$ cat src/rtl/dac_channel_arbiter.sv
`default_nettype none
// ============================================================================
// Module      : dac_channel_arbiter
// Description : Shares one serial 4-channel DAC between two 8-bit valid/ready
//               sample producers. The winner's word {A[1:0], RNG, D[7:0]} is
//               shifted out MSB first on a clk-derived DACclk. A LOAD pulse
//               follows, then a gap before the next frame.
//               Optional feature macro: DAC_ARB_RR_EN (round-robin on ties;
//               fixed priority to requester 0 when undefined).
// Revision    : 1.0 - initial release
// ============================================================================
module dac_channel_arbiter #(
    parameter int         CLK_DIV  = 4,
    parameter logic       RNG_BIT  = 1'b0,
    parameter logic [1:0] CH0_ADDR = 2'b00,
    parameter logic [1:0] CH1_ADDR = 2'b01
) (
    input  logic       clk,
    input  logic       reset,
    input  logic       req0_valid,
    input  logic [7:0] req0_data,
    output logic       req0_ready,
    input  logic       req1_valid,
    input  logic [7:0] req1_data,
    output logic       req1_ready,
    output logic       DACclk,
    output logic       DACserial,
    output logic       load,
    output logic       LDAC,
    output logic       busy,
    output logic       grant
);

    localparam int              c_CW       = $clog2(CLK_DIV) + 1;
    localparam logic [c_CW-1:0] c_CNT_LAST = c_CW'(CLK_DIV - 1);
    localparam logic [c_CW-1:0] c_CNT_ONE  = c_CW'(1);
    localparam logic [3:0]      c_BIT_LAST = 4'd10;

    localparam logic [1:0] c_ST_IDLE  = 2'd0;
    localparam logic [1:0] c_ST_SHIFT = 2'd1;
    localparam logic [1:0] c_ST_LOAD  = 2'd2;
    localparam logic [1:0] c_ST_GAP   = 2'd3;

    logic [1:0]      r_state;
    logic [c_CW-1:0] r_cnt;
    logic [3:0]      r_bit;
    logic            r_phase;      // 0: DACclk high half of slot, 1: low half
    logic [9:0]      r_shreg;      // bits still to be sent after the current one
    logic            r_dacclk;
    logic            r_serial;
    logic            r_load;
    logic            r_busy;
    logic            r_grant;

    logic            w_sel;
    logic            w_idle;
    logic            w_xfer;
    logic [10:0]     w_word;

    // Ready is only offered in IDLE and never while reset is asserted
    assign w_idle     = (r_state == c_ST_IDLE) && !reset;
    assign req0_ready = w_idle && !w_sel && req0_valid;
    assign req1_ready = w_idle &&  w_sel && req1_valid;
    assign w_xfer     = req0_ready || req1_ready;
    assign w_word     = w_sel ? {CH1_ADDR, RNG_BIT, req1_data}
                              : {CH0_ADDR, RNG_BIT, req0_data};

`ifdef DAC_ARB_RR_EN
    logic r_last;

    // Remember the most recent winner so a tie goes to the other requester
    always_ff @(posedge clk) begin
        if (reset) begin
            r_last <= 1'b1;
        end else if (w_xfer) begin
            r_last <= w_sel;
        end
    end

    // Select requester: a lone valid wins, a tie goes to the one not served last
    always_comb begin
        w_sel = req1_valid && !req0_valid;
        if (req0_valid && req1_valid) begin
            w_sel = ~r_last;
        end
    end
`else
    // Fixed priority: requester 1 wins only when requester 0 is not asking
    assign w_sel = req1_valid && !req0_valid;
`endif

    // Frame sequencer: capture, shift 11 slots, pulse LOAD, then a gap
    always_ff @(posedge clk) begin
        if (reset) begin
            r_state  <= c_ST_IDLE;
            r_cnt    <= '0;
            r_bit    <= 4'd0;
            r_phase  <= 1'b0;
            r_shreg  <= '0;
            r_dacclk <= 1'b0;
            r_serial <= 1'b0;
            r_load   <= 1'b1;
            r_busy   <= 1'b0;
            r_grant  <= 1'b0;
        end else begin
            case (r_state)
                c_ST_IDLE: begin
                    if (w_xfer) begin
                        r_state  <= c_ST_SHIFT;
                        r_shreg  <= w_word[9:0];
                        r_serial <= w_word[10];
                        r_dacclk <= 1'b1;
                        r_cnt    <= '0;
                        r_bit    <= 4'd0;
                        r_phase  <= 1'b0;
                        r_busy   <= 1'b1;
                        r_grant  <= w_sel;
                    end
                end
                c_ST_SHIFT: begin
                    if (r_cnt == c_CNT_LAST) begin
                        r_cnt <= '0;
                        if (!r_phase) begin
                            // falling edge mid-slot: the DAC latches r_serial here
                            r_phase  <= 1'b1;
                            r_dacclk <= 1'b0;
                        end else if (r_bit == c_BIT_LAST) begin
                            r_state  <= c_ST_LOAD;
                            r_load   <= 1'b0;
                            r_serial <= 1'b0;
                        end else begin
                            r_bit    <= r_bit + 4'd1;
                            r_phase  <= 1'b0;
                            r_dacclk <= 1'b1;
                            r_serial <= r_shreg[9];
                            r_shreg  <= {r_shreg[8:0], 1'b0};
                        end
                    end else begin
                        r_cnt <= r_cnt + c_CNT_ONE;
                    end
                end
                c_ST_LOAD: begin
                    if (r_cnt == c_CNT_LAST) begin
                        r_cnt   <= '0;
                        r_load  <= 1'b1;
                        r_state <= c_ST_GAP;
                    end else begin
                        r_cnt <= r_cnt + c_CNT_ONE;
                    end
                end
                c_ST_GAP: begin
                    if (r_cnt == c_CNT_LAST) begin
                        r_cnt   <= '0;
                        r_busy  <= 1'b0;
                        r_state <= c_ST_IDLE;
                    end else begin
                        r_cnt <= r_cnt + c_CNT_ONE;
                    end
                end
                default: begin
                    r_state <= c_ST_IDLE;
                end
            endcase
        end
    end

    assign DACclk    = r_dacclk;
    assign DACserial = r_serial;
    assign load      = r_load;
    assign LDAC      = 1'b0;
    assign busy      = r_busy;
    assign grant     = r_grant;

endmodule
`default_nettype wire

$ cat config.mk
export PLATFORM = sky130hd
export DESIGN_NAME = dac_channel_arbiter
export DESIGN_NICKNAME = d
export VERILOG_FILES = /design/src/rtl/dac_channel_arbiter.sv
export SDC_FILE = /design/constraint.sdc
export NUM_CORES = 1
export LEC_CHECK = 0
export ABC_CLOCK_PERIOD_IN_PS = 2600
export CAP_MARGIN = 20
export CORE_MARGIN = 8
export CORE_UTILIZATION = 45
export DETAILED_ROUTE_END_ITERATION = 10
export PLACE_DENSITY = 0.81
export SYNTH_ARGS = -nofsm -noshare
export SYNTH_HDL_FRONTEND = slang
export SYNTH_SLANG_ARGS = --single-unit
export TNS_END_PERCENT = 50
$ cat constraint.sdc
create_clock -name clk -period 2.6 [get_ports clk]
set_input_delay 0.52 -clock clk [delete_from_list [all_inputs] [get_ports clk]]
set_output_delay 0.52 -clock clk [all_outputs]
set_load 0.01 [all_outputs]
# [After elaboration in Yosys (flattened, before gate mapping)]
# Cells that the tools add are included.
[totals] register_bits=25 wordCells=91
[classes] n_addsub=2 eq_ne=13 n_mux=43 n_reduce_logical=23
[ops] cell="two-way mux 10 bit" count=5
[ops] cell="one-hot mux 10 bit (2 select lines)" count=1
[ops] cell="two-way mux 1 bit" count=17
[ops] cell="two-way mux 4 bit" count=4
[ops] cell="!= test 2 bit (second input constant)" count=7
[ops] cell="two-way mux 2 bit" count=6
[ops] cell="one-hot mux 1 bit (2 select lines)" count=5
[ops] cell="AND reduction 5 bit" count=2
[ops] cell="one-hot mux 2 bit (4 select lines)" count=1
[ops] cell="one-hot mux 4 bit (2 select lines)" count=1
[ops] cell="AND reduction 4 bit" count=2
[ops] cell="logical AND 1 bit" count=6
[ops] cell="two-way mux 3 bit" count=2
[ops] cell="one-hot mux 3 bit (2 select lines)" count=1
[ops] cell="AND reduction 3 bit" count=2
[ops] cell="AND reduction 6 bit" count=1
[ops] cell="nonzero test 2 bit" count=3
[ops] cell="adder 4 x 1 -> 4 bit (second input constant)" count=1
[ops] cell="equality test 2 bit (second input constant)" count=2
[ops] cell="equality test 4 bit (second input constant)" count=1
[ops] cell="adder 3 x 1 -> 3 bit (second input constant)" count=1
[ops] cell="equality test 3 x 2 -> 1 bit (second input constant)" count=1
[ops] cell="zero test 1 bit" count=3
[ops] cell="!= test 3 bit (second input constant)" count=1
[ops] cell="5 further kinds" count=5

# [Logic depth before layout (Yosys ltp)]
# Gate-level depths: netlist of the first run.
[depth] word_depth=8 depth_mapped=8 mapped_depth_nobuf=6

# [Worst setup path before layout of the first run]
# No wires, ideal clock.
[synth_path] kind="flip-flop to flip-flop" start="register r_state[0]" end="register r_state[1]" arrival_ns=1.713 path_slack_ns=0.760 stages_incl_launch_ff=7 path_buffers=0 path_cell_list="dfxtp_1 -> inv_1 -> ha_1 -> or3_1 -> a222oi_1 -> mux2i_1 -> nor2_1"
[synth_via] elab_chain_len=7
[synth_lines] element="from (decl)" line="44" source="logic [1:0] r_state;"
[synth_lines] element="from (signal assigned)" line="95" source="r_state <= c_ST_IDLE;"
[synth_lines] element="from (signal assigned)" line="109" source="r_state <= c_ST_SHIFT;"
[synth_lines] element="from (signal assigned)" line="128" source="r_state <= c_ST_LOAD;"
[synth_lines] element="zero test 2 bit" line="61, 106"
[synth_lines] element="logical AND 1 bit" line="61" source="assign w_idle = (r_state == c_ST_IDLE) && !reset;"
[synth_lines] element="logical AND 1 bit, on equally long branches (2 in series)" line="62, 63"
[synth_lines] element="logical OR 1 bit" line="64" source="assign w_xfer = req0_ready || req1_ready;"
[synth_lines] element="!= test 2 bit (no source line)"
[synth_lines] element="AND reduction 6 bit (no source line)"
# Several ways; a longest one is shown, not always the timed one.
# A chain may end at the register's enable or synchronous reset.

# [Worst setup path after layout of the first run]
[layout_path] start="register r_state[0]" end="output req0_ready"
[layout_via] elab_chain_len=4
[layout_lines] element="zero test 2 bit" line="61"
[layout_lines] element="logical AND 1 bit" line="61"
[layout_lines] element="logical AND 1 bit (2 in series)" line="62" source="assign req0_ready = w_idle && !w_sel && req0_valid;"
[layout_lines] element="to (decl)" line="22" source="output logic req0_ready,"
# Every way passes these cells.

==> metrics, run 1 <==
Synth area leaders=dfxtp_1, ha_1, mux2_2, a21oi_1, o2111ai_1; syn avg cell area=roughly 8.6 sq um; chip width=72.4 microns; share of post-route cells with drive strength above 1=9.95%; total congestion overflow=0; YS warnings=0; CTS Hold Bufs=0; fin crit period=roughly 2.4 ns; # port buffers=26; Via Count=around 1300; Fin. Hold Viols=0; Critical-path top delay cell=clkdlybuf4s50_1; CP Max Fanout=9; Initial Utilization=around 47%; endpoints failing setup=0; largest net degree at the start of global routing=31; GP Congestion=approximately 0.74; DR pass1 iterations=4; commonest non-fill, non-tap cell in the layout=clkdlybuf4s50_1; clk_skew=~0.0070 ns; Final period util=between 90% and 100%; Die Span Y=72.4 microns; vias in the first global route=between 1000 and 1500; # DRC=0; # clock sinks=25; Synth Register Bits=25; Reg2Reg Depth=6; hold depth=2; main flop type after synthesis=dfxtp_1; Max-slew headroom=59.2%; area leader, netlist=dfxtp_1; fin. max-slew vios=0; crit path capture type=output pin; post-synth top area share=a little over a third; GRT Total Usage=between 10% and 20%; CP Class=reg -> out; Cell Chain, Critical Path=inv_1, ha_2, nand2b_1, nor2_1, clkdlybuf4s50_1; n_diodes=0; antenna violations before repair=0; Clock Path Buffers=2; cts bufs inserted=3; Max Clock Freq=around 420 MHz; Cell Rows=20; Area Growth Syn to Fin=23.3%; Post-Syn Nets=just under 200; most frequent cells in the layout=clkdlybuf4s50_1, dfxtp_1, a21oi_1; # Max-Cap Violations=0; Post-synth EDFFs=0; power share of the combinational group=56.1%; H-Tree Depth=1; Sw Ratio=44.5%; Clock power frac=roughly a tenth; critical path arrival=1.89 ns; worst-margin pin slew=a little over 0.6 ns; Detail Placement HPWL=2600 microns; Leakage Power=between 0.6 and 0.7 nW; clock tree from TritonCTS=yes; Routed WL per cell=14.9 microns; Setup Total Neg Slack=0 ns; RSZ-0062 raised after global routing=false; Post-Syn Instances=167; Setup crit start kind=flip-flop; pwr/cell area=approximately 950 mW/mm^2; Via density=about 5.7; Post-DRT Antenna Nets=0; clock latency on the worst-skew pair=about 0.32 ns; hold crit path type=reg -> reg; Seq/Total Area, Yosys=a little over a third; first-pass GRT wire length=slightly below 6000 microns; CTS clock-pin slew for the worst setup and hold paths=around 0.14 ns; critical path's largest stage delay=roughly 0.56 ns; WHS=between 0.4 and 0.5 ns; Switch Pwr=roughly 740 uW; status=finished clean; CTS root buf=clkbuf_4; Synth cell types=between 40 and 50; peak supply drop=around 0.00042 V; Reg power frac=33.5%; CP Data Required Time=~2.1 ns; initial drt markers=93; Internal=~930 uW; I/O Pins=28; final WL=approximately 3500 microns; Synth async-reset ratio=0%; die area=0.00523 sq mm; Syn Std Cell Area=approximately 0.0014 sq mm; post-layout net count=220; placeable core region=0.00303 sq mm
## through the flow
step | cell area (sq um) | total power [mW] | util [%] | cells | setup WS [ns]
finish | 1760 | 1.67 | 58.2 | 235 | 0.193
global route | 1760 | 1.80 | 58.2 | 235 | 0.0613
CTS | 1760 | 1.66 | 58.1 | 235 | 0.119
detailed placement | 1730 | 1.48 | 57.2 | 231 | 0.190
global placement | 1730 | 1.43 | 57.2 | 231 | 0.252
floorplan | 1430 | 1.19 | - | 167 | 0.760
## state kept, by name, summed over array words and instances, names as in the netlist, 2 cells and up
| name | cells |
|---|---|
| r_bit | 4 |
| r_cnt | 3 |
| r_shreg | 10 |
| r_state | 2 |
## final cells by class
cell class / count / area, sq um
Multi-Input combinational cell: 118 / 828
Clock inverter: 1 / 5.00
Clock buffer: 3 / 22.5
Sequential cell: 25 / 500
Timing Repair Buffer: 32 / 305
Inverter: 12 / 45.0
Tap cell: 44 / 55.1
Fill cell: 273 / 1270
## cell usage after synthesis, types with 2 or more instances
cell and number:
a2111oi_0 3, a21o_1 2, a21oi_1 15, a31oi_1 2, and3b_1 2, clkbuf_1 9, dfxtp_1 25, ha_1 8
inv_1 12, mux2_2 7, mux2i_1 3, nand2_1 7, nand2b_1 9, nand3_1 3, nand4_1 2, nand4b_1 3
nor2_1 11, nor3_1 3, nor3b_1 2, o2111ai_1 7, o21ai_0 7, o31ai_1 5
## power groups by stage
stage               registers (mW)  clock network, mW  logic (mW)
global route                 0.571              0.197        1.03
finish                       0.560              0.174       0.937
detailed placement           0.567                  0       0.914
floorplan                    0.557                  0       0.637
CTS                          0.558              0.180       0.918
global placement             0.558                  0       0.869
## critical path, delay by kind of cell (launching register included)
kind	cells	cell delay, ns
flip-flops	1	0.37
buffers and inverters	2	0.67
AND/OR/NAND/NOR	2	0.25
adder cells (fa/ha/maj)	1	0.28
## metal layers
metal  global-route usage [%]  part of all wire [%]  vias up
li1                         -                     -      659
met1                     14.8                    43      639
met2                     24.0                    50       37
met3                     2.89                   5.8        2
met4                     6.35                  0.97        0
met5                        0                     0        -
## worst paths after layout
| path | start | end | slack (ns) |
|---|---|---|---|
| max reg2reg | r_state[0]$_SDFFE_PP0P_ | r_state[0]$_SDFFE_PP0P_ | 0.46 |
| min reg2reg | r_shreg[3]$_SDFFE_PP0P_ | r_shreg[3]$_SDFFE_PP0P_ | 0.48 |
| max | r_state[0]$_SDFFE_PP0P_ | req0_ready | 0.19 |
| min | r_shreg[3]$_SDFFE_PP0P_ | r_shreg[3]$_SDFFE_PP0P_ | 0.48 |
## cells by family (layout without fill, tap and decap cells)
| logic type | count (synthesis) | after routing | synth area share (%) |
|---|---|---|---|
| simple gates | 49 | 49 | 19.4 |
| mux | 10 | 10 | 7.62 |
| other cells | 1 | 1 | 0.262 |
| compound gates | 50 | 50 | 23.6 |
| buf+inv | 24 | 48 | 7.18 |
| flops | 25 | 25 | 35.0 |
| fa+ha+maj | 8 | 8 | 7.01 |
## what timing repair did
item                                    CTS  global route
buffers inserted                          0             0
hold endpoints to repair                  0             0
resized for setup                         0             1
endpoints found under the setup margin    0             2
Note: power is estimated with default switching activity, not from simulation.
==> run 2, diff against run 1 <==
--- a/config.mk
+++ b/config.mk
@@ -10,6 +10,7 @@
 export CORE_MARGIN = 8
 export CORE_UTILIZATION = 45
 export DETAILED_ROUTE_END_ITERATION = 10
+export GPL_ROUTABILITY_DRIVEN = 0
 export PLACE_DENSITY = 0.81
 export SYNTH_ARGS = -nofsm -noshare
 export SYNTH_HDL_FRONTEND = slang
==> results of run 2 <==
Same layout as run 1: the final DEF is identical, and so are final timing and power.
==> run 3, diff against run 2 <==
--- a/config.mk
+++ b/config.mk
@@ -15,4 +15,4 @@
 export SYNTH_ARGS = -nofsm -noshare
 export SYNTH_HDL_FRONTEND = slang
 export SYNTH_SLANG_ARGS = --single-unit
-export TNS_END_PERCENT = 50
+export TNS_END_PERCENT = 100
==> results of run 3 <==
Same layout as run 1: the final DEF is identical, and so are final timing and power.
